### src/rtl/serial_adder_n.sv
// Purpose : bit-serial adder/subtractor, one full-adder cell reused LSB-first over WIDTH cycles.
// Latency : WIDTH cycles from the accepting edge to done_o; back-to-back throughput one result per WIDTH+1 cycles.
// Backpr. : none; start_i is only accepted in IDLE or DONE and is ignored while busy_o is high (no queueing).
//
// Ports:
//   clk_i    system clock, rising edge
//   rst_i    synchronous active-high reset, priority over start_i
//   start_i  request a new operation (accepted in IDLE/DONE)
//   sub_i    0: a+b+cin, 1: a-b (cin ignored); captured with start
//   a_i,b_i  operands, captured on the accepting edge
//   cin_i    carry-in for add mode, captured on the accepting edge
//   busy_o   high while bits are being processed
//   done_o   one-cycle pulse when sum_o/cout_o carry a fresh result
//   sum_o    registered result, stable between completions
//   cout_o   carry-out (add) / not-borrow (sub, 1 when a>=b)
module serial_adder_n #(
    parameter int WIDTH = 8
) (
    input  logic             clk_i,
    input  logic             rst_i,
    input  logic             start_i,
    input  logic             sub_i,
    input  logic [WIDTH-1:0] a_i,
    input  logic [WIDTH-1:0] b_i,
    input  logic             cin_i,
    output logic             busy_o,
    output logic             done_o,
    output logic [WIDTH-1:0] sum_o,
    output logic             cout_o
);

    // Counter needs at least one bit so WIDTH=1 still has a legal vector.
    localparam int CW = (WIDTH > 1) ? $clog2(WIDTH) : 1;
    localparam logic [CW-1:0] LAST_BIT = CW'(WIDTH - 1);

    typedef enum logic [1:0] {
        S_IDLE = 2'd0,
        S_RUN  = 2'd1,
        S_DONE = 2'd2
    } state_t;

    state_t           state_q;
    logic [WIDTH-1:0] a_q;
    logic [WIDTH-1:0] b_q;
    logic [WIDTH-1:0] res_q;
    logic [WIDTH-1:0] sum_q;
    logic [CW-1:0]    cnt_q;
    logic             carry_q;
    logic             cout_q;
    logic             busy_q;
    logic             done_q;

    logic             sum_bit_d;
    logic             carry_d;
    logic [WIDTH-1:0] res_d;

    // The single full-adder cell working on the current LSBs.
    always_comb begin
        sum_bit_d = a_q[0] ^ b_q[0] ^ carry_q;
        carry_d   = (a_q[0] & b_q[0]) | (a_q[0] & carry_q) | (b_q[0] & carry_q);
        // New bit enters at the MSB so after WIDTH shifts bit 0 sits at the LSB.
        res_d            = res_q >> 1;
        res_d[WIDTH-1]   = sum_bit_d;
    end

    always_ff @(posedge clk_i) begin
        if (rst_i) begin
            state_q <= S_IDLE;
            a_q     <= '0;
            b_q     <= '0;
            res_q   <= '0;
            sum_q   <= '0;
            cnt_q   <= '0;
            carry_q <= 1'b0;
            cout_q  <= 1'b0;
            busy_q  <= 1'b0;
            done_q  <= 1'b0;
        end else begin
            case (state_q)
                S_IDLE, S_DONE: begin
                    done_q <= 1'b0;
                    if (start_i) begin
                        // Subtraction as a + ~b + 1: invert b and force carry-in.
                        a_q     <= a_i;
                        b_q     <= sub_i ? ~b_i : b_i;
                        carry_q <= sub_i ? 1'b1 : cin_i;
                        cnt_q   <= '0;
                        busy_q  <= 1'b1;
                        state_q <= S_RUN;
                    end else begin
                        state_q <= S_IDLE;
                    end
                end
                S_RUN: begin
                    a_q     <= a_q >> 1;
                    b_q     <= b_q >> 1;
                    res_q   <= res_d;
                    carry_q <= carry_d;
                    cnt_q   <= cnt_q + CW'(1);
                    if (cnt_q == LAST_BIT) begin
                        // Only here does the result become visible.
                        sum_q   <= res_d;
                        cout_q  <= carry_d;
                        busy_q  <= 1'b0;
                        done_q  <= 1'b1;
                        state_q <= S_DONE;
                    end
                end
                default: begin
                    busy_q  <= 1'b0;
                    done_q  <= 1'b0;
                    state_q <= S_IDLE;
                end
            endcase
        end
    end

    assign busy_o = busy_q;
    assign done_o = done_q;
    assign sum_o  = sum_q;
    assign cout_o = cout_q;

endmodule

### config.mk
export PLATFORM = sky130hd
export DESIGN_NAME = serial_adder_n
export DESIGN_NICKNAME = d
export VERILOG_FILES = /design/src/rtl/serial_adder_n.sv
export SDC_FILE = /design/constraint.sdc
export NUM_CORES = 1
export LEC_CHECK = 0
export ABC_CLOCK_PERIOD_IN_PS = 1200
export CAP_MARGIN = 10
export CORE_MARGIN = 2
export CORE_UTILIZATION = 45
export DETAILED_ROUTE_END_ITERATION = 16
export PLACE_DENSITY = 0.74
export SKIP_LAST_GASP = 1
export SYNTH_ARGS = -nofsm -noshare
export SYNTH_HDL_FRONTEND = slang
export SYNTH_SLANG_ARGS = --single-unit
### constraint.sdc
create_clock -name clk_i -period 1.2 [get_ports clk_i]
set_input_delay 0.24 -clock clk_i [delete_from_list [all_inputs] [get_ports clk_i]]
set_output_delay 0.24 -clock clk_i [all_outputs]
set_load 0.05 [all_outputs]
# Word-level counts from Yosys, hierarchy flattened
# Index checks and enable logic that the tools add are counted.
[totals] reg_bits=41 inputBits=21 output_inout_bits=11
[op_classes] n_addsub=1 n_eq_ne=5 muxes=16 bitwise_logic=9 reduce_logical=7
[op_table] operator="one-hot mux 8 bit (2 select lines)" count=2
[op_table] operator="two-way mux 8 bit" count=3
[op_table] operator="NOT 8 bit" count=1
[op_table] operator="one-hot mux 3 bit (2 select lines)" count=1
[op_table] operator="AND reduction 2 bit" count=3
[op_table] operator="two-way mux 1 bit" count=5
[op_table] operator="!= test 2 bit, second input constant" count=2
[op_table] operator="one-hot mux 1 bit (2 select lines)" count=2
[op_table] operator="one-hot mux 2 bit (2 select lines)" count=1
[op_table] operator="OR reduction 2 bit" count=2
[op_table] operator="adder 3 x 1 -> 3 bit, second input constant" count=1
[op_table] operator="bitwise AND 1 bit" count=3
[op_table] operator="equality test 3 bit, second input constant" count=1
[op_table] operator="two-way mux 3 bit" count=1
[op_table] operator="equality test 2 x 1 -> 1 bit, second input constant" count=1
[op_table] operator="equality test 2 bit, second input constant" count=1
[op_table] operator="zero test 2 bit" count=1
[op_table] operator="two-way mux 2 bit" count=1
[op_table] operator="OR 1 bit" count=2
[op_table] operator="nonzero test 2 bit" count=1
[op_table] operator="bitwise XOR 1 bit" count=2
[op_table] operator="NOT 1 bit" count=1

# Logic depth before layout (Yosys ltp)
[logic_depth] depth_word=4 depth_mapped=5

# Worst setup path before layout
# No wires, ideal clock.
[synth_path] path_type="register -> register" from="register cnt_q[0]" to="register sum_q[0], in the netlist sum_o[0]" setup_time_ps=70 arrival_ps=1138 t_required_ps=1130 setup_slack_ps=-8 path_stages_with_launch=6 synth_period_minus_slack_ps=1208 path_cell_list="dfxtp_1 > ha_1 > ha_1 > buf_1 > nand3_1 > a21oi_1"
[synth_between] elab_chain_cells=2
[synth_lines] item="start, declared" line_no="47" rtl="logic [CW-1:0] cnt_q;"
[synth_lines] item="start signal, assigned" line_no="99" rtl="cnt_q <= cnt_q + CW'(1);"
[synth_lines] item="equality test 3 bit" line_no="100" rtl="if (cnt_q == LAST_BIT) begin"
[synth_lines] item="AND reduction 2 bit (no source line)"
[synth_lines] item="end signal, assigned" line_no="102" rtl="sum_q <= res_d;"
[synth_lines] item="end, declared" line_no="46" rtl="logic [WIDTH-1:0] sum_q;"
# Every way passes these cells.
# A chain may end at the register's enable or synchronous reset.

# Worst setup path in the final report
[layout_path] from="register cnt_q[0]" to="register sum_q[3], in the netlist sum_o[3]"
# Same word-level chain as after synthesis.

==> metrics.txt <==
# TYPE chip_impl_metric gauge
chip_impl_metric{name="final-max-slew-violation-count",unit=""} 0
chip_impl_metric{name="final-instance-count-excl-fill",unit=""} 270
chip_impl_metric{name="yosysWarnings",unit=""} 0
chip_impl_metric{name="totalWireLength",unit="um"} 3320
chip_impl_metric{name="cts_num_sinks",unit=""} 40
chip_impl_metric{name="dpl-instance-area",unit="um^2"} 2155
chip_impl_metric{name="syn_avg_cell_area",unit="um^2"} 8.699
chip_impl_metric{name="initial_utilization",unit="%"} 45.84
chip_impl_info{name="ctsRootBufferMaster",value="sky130_fd_sc_hd__clkbuf_8"} 1
chip_impl_info{name="cts_tree",value="done"} 1
chip_impl_metric{name="final-hold-violation-count",unit=""} 0
chip_impl_metric{name="arrival",unit="ps"} 1430
chip_impl_metric{name="leakagePower",unit="nW"} 0.8086
chip_impl_metric{name="placeableCoreArea",unit="um^2"} 3606
chip_impl_metric{name="place_worst_setup_slack",unit="ps"} -245.1
chip_impl_metric{name="htree_levels",unit=""} 2
chip_impl_metric{name="vias_in_the_first_global_route",unit=""} 1301
chip_impl_info{name="kind_of_start_point_of_the_critical_path",value="flip-flop"} 1
chip_impl_info{name="endpoint_kind",value="flip-flop"} 1
chip_impl_metric{name="grt_overflow_total",unit=""} 0
chip_impl_metric{name="synth.ff_latch_count",unit=""} 40
chip_impl_metric{name="drc",unit=""} 0
chip_impl_metric{name="setup_slack",unit="ps"} -4.555
chip_impl_metric{name="synthCells",unit=""} 190
chip_impl_metric{name="ant_diodes",unit=""} 0
chip_impl_metric{name="synth-seq-area-share",unit="%"} 48.45
chip_impl_metric{name="post-route-period-util",unit="%"} 100.4
chip_impl_metric{name="antenna_violations_before_repair",unit=""} 0
chip_impl_metric{name="detailedPlacementHpwl",unit="um"} 2001
chip_impl_info{name="timing.setup.critical_path_class",value="flip-flop to flip-flop"} 1
chip_impl_metric{name="tritoncts.num_buffers",unit=""} 5
chip_impl_metric{name="layout_min_cycle_time",unit="ps"} 1205
chip_impl_metric{name="power_density",unit="nW/um^2"} 1154
chip_impl_metric{name="clk_pin_slew_worst_paths",unit="ps"} 70
chip_impl_metric{name="drt-wirelength-per-cell",unit="um"} 12.30
chip_impl_metric{name="cp_required",unit="ps"} 1430
chip_impl_metric{name="placed_cells_incl_taps",unit=""} 261
chip_impl_info{name="violated_checks",value="setup timing"} 1
chip_impl_info{name="synth_flop_cell",value="sky130_fd_sc_hd__dfxtp_1"} 1
chip_impl_info{name="worst_hold_path_type",value="flip-flop to flip-flop"} 1
chip_impl_metric{name="netlist_area",unit="um^2"} 1653
chip_impl_metric{name="num_io_pins",unit=""} 32
chip_impl_metric{name="detail-route-antenna-nets",unit=""} 0
chip_impl_metric{name="finalSetupViolations",unit=""} 2
chip_impl_metric{name="grt_max_degree",unit=""} 41
chip_impl_metric{name="synth_edf_count",unit=""} 0
chip_impl_info{name="outcome",value="finished, violations left"} 1
chip_impl_metric{name="synth.net_count",unit=""} 214
chip_impl_info{name="rsz0062_at_grt",value="yes"} 1
chip_impl_metric{name="clock_insertion_delay_worst_skew",unit="ps"} 290
chip_impl_metric{name="routed_via_density",unit=""} 5.300
chip_impl_metric{name="worst_slew_margin_rel",unit="%"} 87.11
chip_impl_metric{name="drt-pass1-iter-count",unit=""} 4
chip_impl_metric{name="postSynth.asyncResetShare",unit="%"} 0
chip_impl_metric{name="share_of_layout_cells_above_drive_strength_1",unit="%"} 23.42
chip_impl_metric{name="num-nets-final",unit=""} 245
chip_impl_metric{name="synth_cell_type_count",unit=""} 24
chip_impl_metric{name="die-width",unit="um"} 64.61
chip_impl_metric{name="io_buffer_count",unit=""} 31
chip_impl_metric{name="cp_max_fo",unit=""} 4
chip_impl_metric{name="global_router_s_overall_resource_usage",unit="%"} 17.68
chip_impl_metric{name="tightest_slew",unit="ps"} 193.2
chip_impl_metric{name="grt_pass1_wl",unit="um"} 5775
chip_impl_metric{name="dieHeight",unit="um"} 64.61
chip_impl_metric{name="max_cap_violations",unit=""} 0
chip_impl_metric{name="std_cell_rows",unit=""} 22
chip_impl_metric{name="vdd_ir_drop_max",unit="mV"} 0.8024
chip_impl_metric{name="areaGrowthSynthToFinish",unit="%"} 42.47
chip_impl_metric{name="place.gp.congestion",unit=""} 0.7264
chip_impl_metric{name="vias",unit=""} 1431
chip_impl_metric{name="cts.path.max_buffers",unit=""} 2
chip_impl_metric{name="fmax",unit="MHz"} 830.2
chip_impl_metric{name="final_cell_area",unit="um^2"} 2355
chip_impl_metric{name="finalClockSkew",unit="ps"} 5.032
chip_impl_metric{name="drt_iter0_drc",unit=""} 49
chip_impl_metric{name="dieArea",unit="um^2"} 4174
==> cell usage in the layout, fill, tap and decap left out <==
cell                              synthesis  routed
sky130_fd_sc_hd__nand2_1                 28      21
sky130_fd_sc_hd__nor2_1                   3       3
sky130_fd_sc_hd__ha_4                     0       2
sky130_fd_sc_hd__nand2_4                  0       2
sky130_fd_sc_hd__nor3_1                   1       1
sky130_fd_sc_hd__nand2_2                  0       5
sky130_fd_sc_hd__a31oi_1                  1       1
sky130_fd_sc_hd__nor2b_1                  1       1
sky130_fd_sc_hd__a22oi_2                  1       3
sky130_fd_sc_hd__o21ai_0                  2       1
sky130_fd_sc_hd__dfxtp_1                 40      38
sky130_fd_sc_hd__a22oi_1                 13      11
sky130_fd_sc_hd__buf_6                    4       3
sky130_fd_sc_hd__buf_12                   0      15
sky130_fd_sc_hd__buf_4                    2       3
sky130_fd_sc_hd__clkbuf_8                 0       6
sky130_fd_sc_hd__dfxtp_2                  0       2
sky130_fd_sc_hd__nand2b_1                 3       3
sky130_fd_sc_hd__and2b_1                  1       1
sky130_fd_sc_hd__o21a_1                   1       1
sky130_fd_sc_hd__nand3b_1                 1       1
sky130_fd_sc_hd__nand3_1                 29      27
sky130_fd_sc_hd__xor2_1                   8       8
sky130_fd_sc_hd__nand3_2                  0       2
sky130_fd_sc_hd__a21oi_2                  0       6
sky130_fd_sc_hd__a21oi_1                 36      30
sky130_fd_sc_hd__nor3b_1                  1       1
sky130_fd_sc_hd__clkinv_2                 0       2
sky130_fd_sc_hd__clkdlybuf4s50_1          0      20
sky130_fd_sc_hd__fa_1                     1       1
sky130_fd_sc_hd__o21ai_2                  0       1
==> where the power goes <==
| group | internal, mW | leakage [nW] | switching (mW) |
|---|---|---|---|
| clock | 0.458 | 0.0510 | 0.454 |
| sequential | 1.38 | 0.327 | 0.0390 |
| combinational | 0.190 | 0.431 | 0.191 |
| total | 2.03 | 0.809 | 0.684 |
==> worst max-delay path, cell delays in order, from the launching register on <==
cell	delay (ps)
sky130_fd_sc_hd__dfxtp_2	340
sky130_fd_sc_hd__ha_4	160
sky130_fd_sc_hd__ha_4	150
sky130_fd_sc_hd__nand3b_1	130
sky130_fd_sc_hd__buf_6	160
sky130_fd_sc_hd__nand2_2	60
sky130_fd_sc_hd__a21oi_2	120
==> routing by layer <==
layer | wire [um] | GRT usage, % | vias up
met3 | 175 | 5.903 | 5
li1 | - | - | 721
met4 | 44 | 5.585 | 0
met1 | 1345 | 19.72 | 665
met2 | 1755 | 31.64 | 40
met5 | 0 | 0 | -
==> through the flow <==
stage,hold WS (ps),power [mW],util [%],setup TNS (ps)
final,459.5,2.717,65.30,-6.689
after global routing,486.0,2.853,65.30,-441.9
after CTS,464.1,2.729,64.82,-194.8
after detailed placement,454.0,1.822,59.75,-3666
after global placement,442.3,1.816,59.75,-3023
after floorplan,376.0,1.678,-,0
==> synth_stat cells (3+ instances only) <==
cell | number | share of area, %
sky130_fd_sc_hd__a22oi_1 | 13 | 5.9
sky130_fd_sc_hd__nand2_1 | 28 | 6.4
sky130_fd_sc_hd__xor2_1 | 8 | 4.2
sky130_fd_sc_hd__nor2_1 | 3 | 0.68
sky130_fd_sc_hd__a21oi_1 | 36 | 11
sky130_fd_sc_hd__nand3_1 | 29 | 8.8
sky130_fd_sc_hd__dfxtp_1 | 40 | 48
sky130_fd_sc_hd__nand2b_1 | 3 | 1.1
sky130_fd_sc_hd__buf_6 | 4 | 2.7
sky130_fd_sc_hd__clkbuf_1 | 4 | 0.91
sky130_fd_sc_hd__buf_2 | 6 | 1.8
==> flip-flops by register name (all words and copies together) (netlist names) <==
register	cells
res_q	7
done_o	1
state_q	2
a_q	8
sum_o	8
busy_o	1
cout_o	1
b_q	8
carry_q	1
cnt_q	3
==> cell families after synthesis <==
logic type	synth area share, %
simple gates	19.00
flops	48.45
buf+inv	6.585
compound gates	19.00
xor+xnor	4.239
fa+ha+maj	2.725
==> cell type report <==
class                      instances  area [um^2]
clock inverter                     2        10.01
sequential                        40        803.3
clock buffer                       6        82.58
tap                               48        60.06
timing repair buffer              41        556.8
fill                             296         1251
multi-input combinational        133        842.1
==> timing repair <==
item                       in CTS  in global routing
pin swaps                       9                  2
setup endpoints to repair      10                 13
hold buffers                    0                  0
buffers inserted                2                  1
cloned                          1                  0
gates resized for setup        15                 16
==> worst paths after layout <==
path,slack [ps],endpoint,from,cells after the start
worst max register to register,-5,sum_o[3]$_SDFFE_PP0P_,cnt_q[0]$_SDFFE_PP0P_,6
worst max-delay path,-5,sum_o[3]$_SDFFE_PP0P_,cnt_q[0]$_SDFFE_PP0P_,6
worst min-delay path,460,res_q[1]$_SDFFE_PP0P_,res_q[1]$_SDFFE_PP0P_,2
worst min register to register,460,res_q[1]$_SDFFE_PP0P_,res_q[1]$_SDFFE_PP0P_,2
Power figures use the tool's default switching activity.
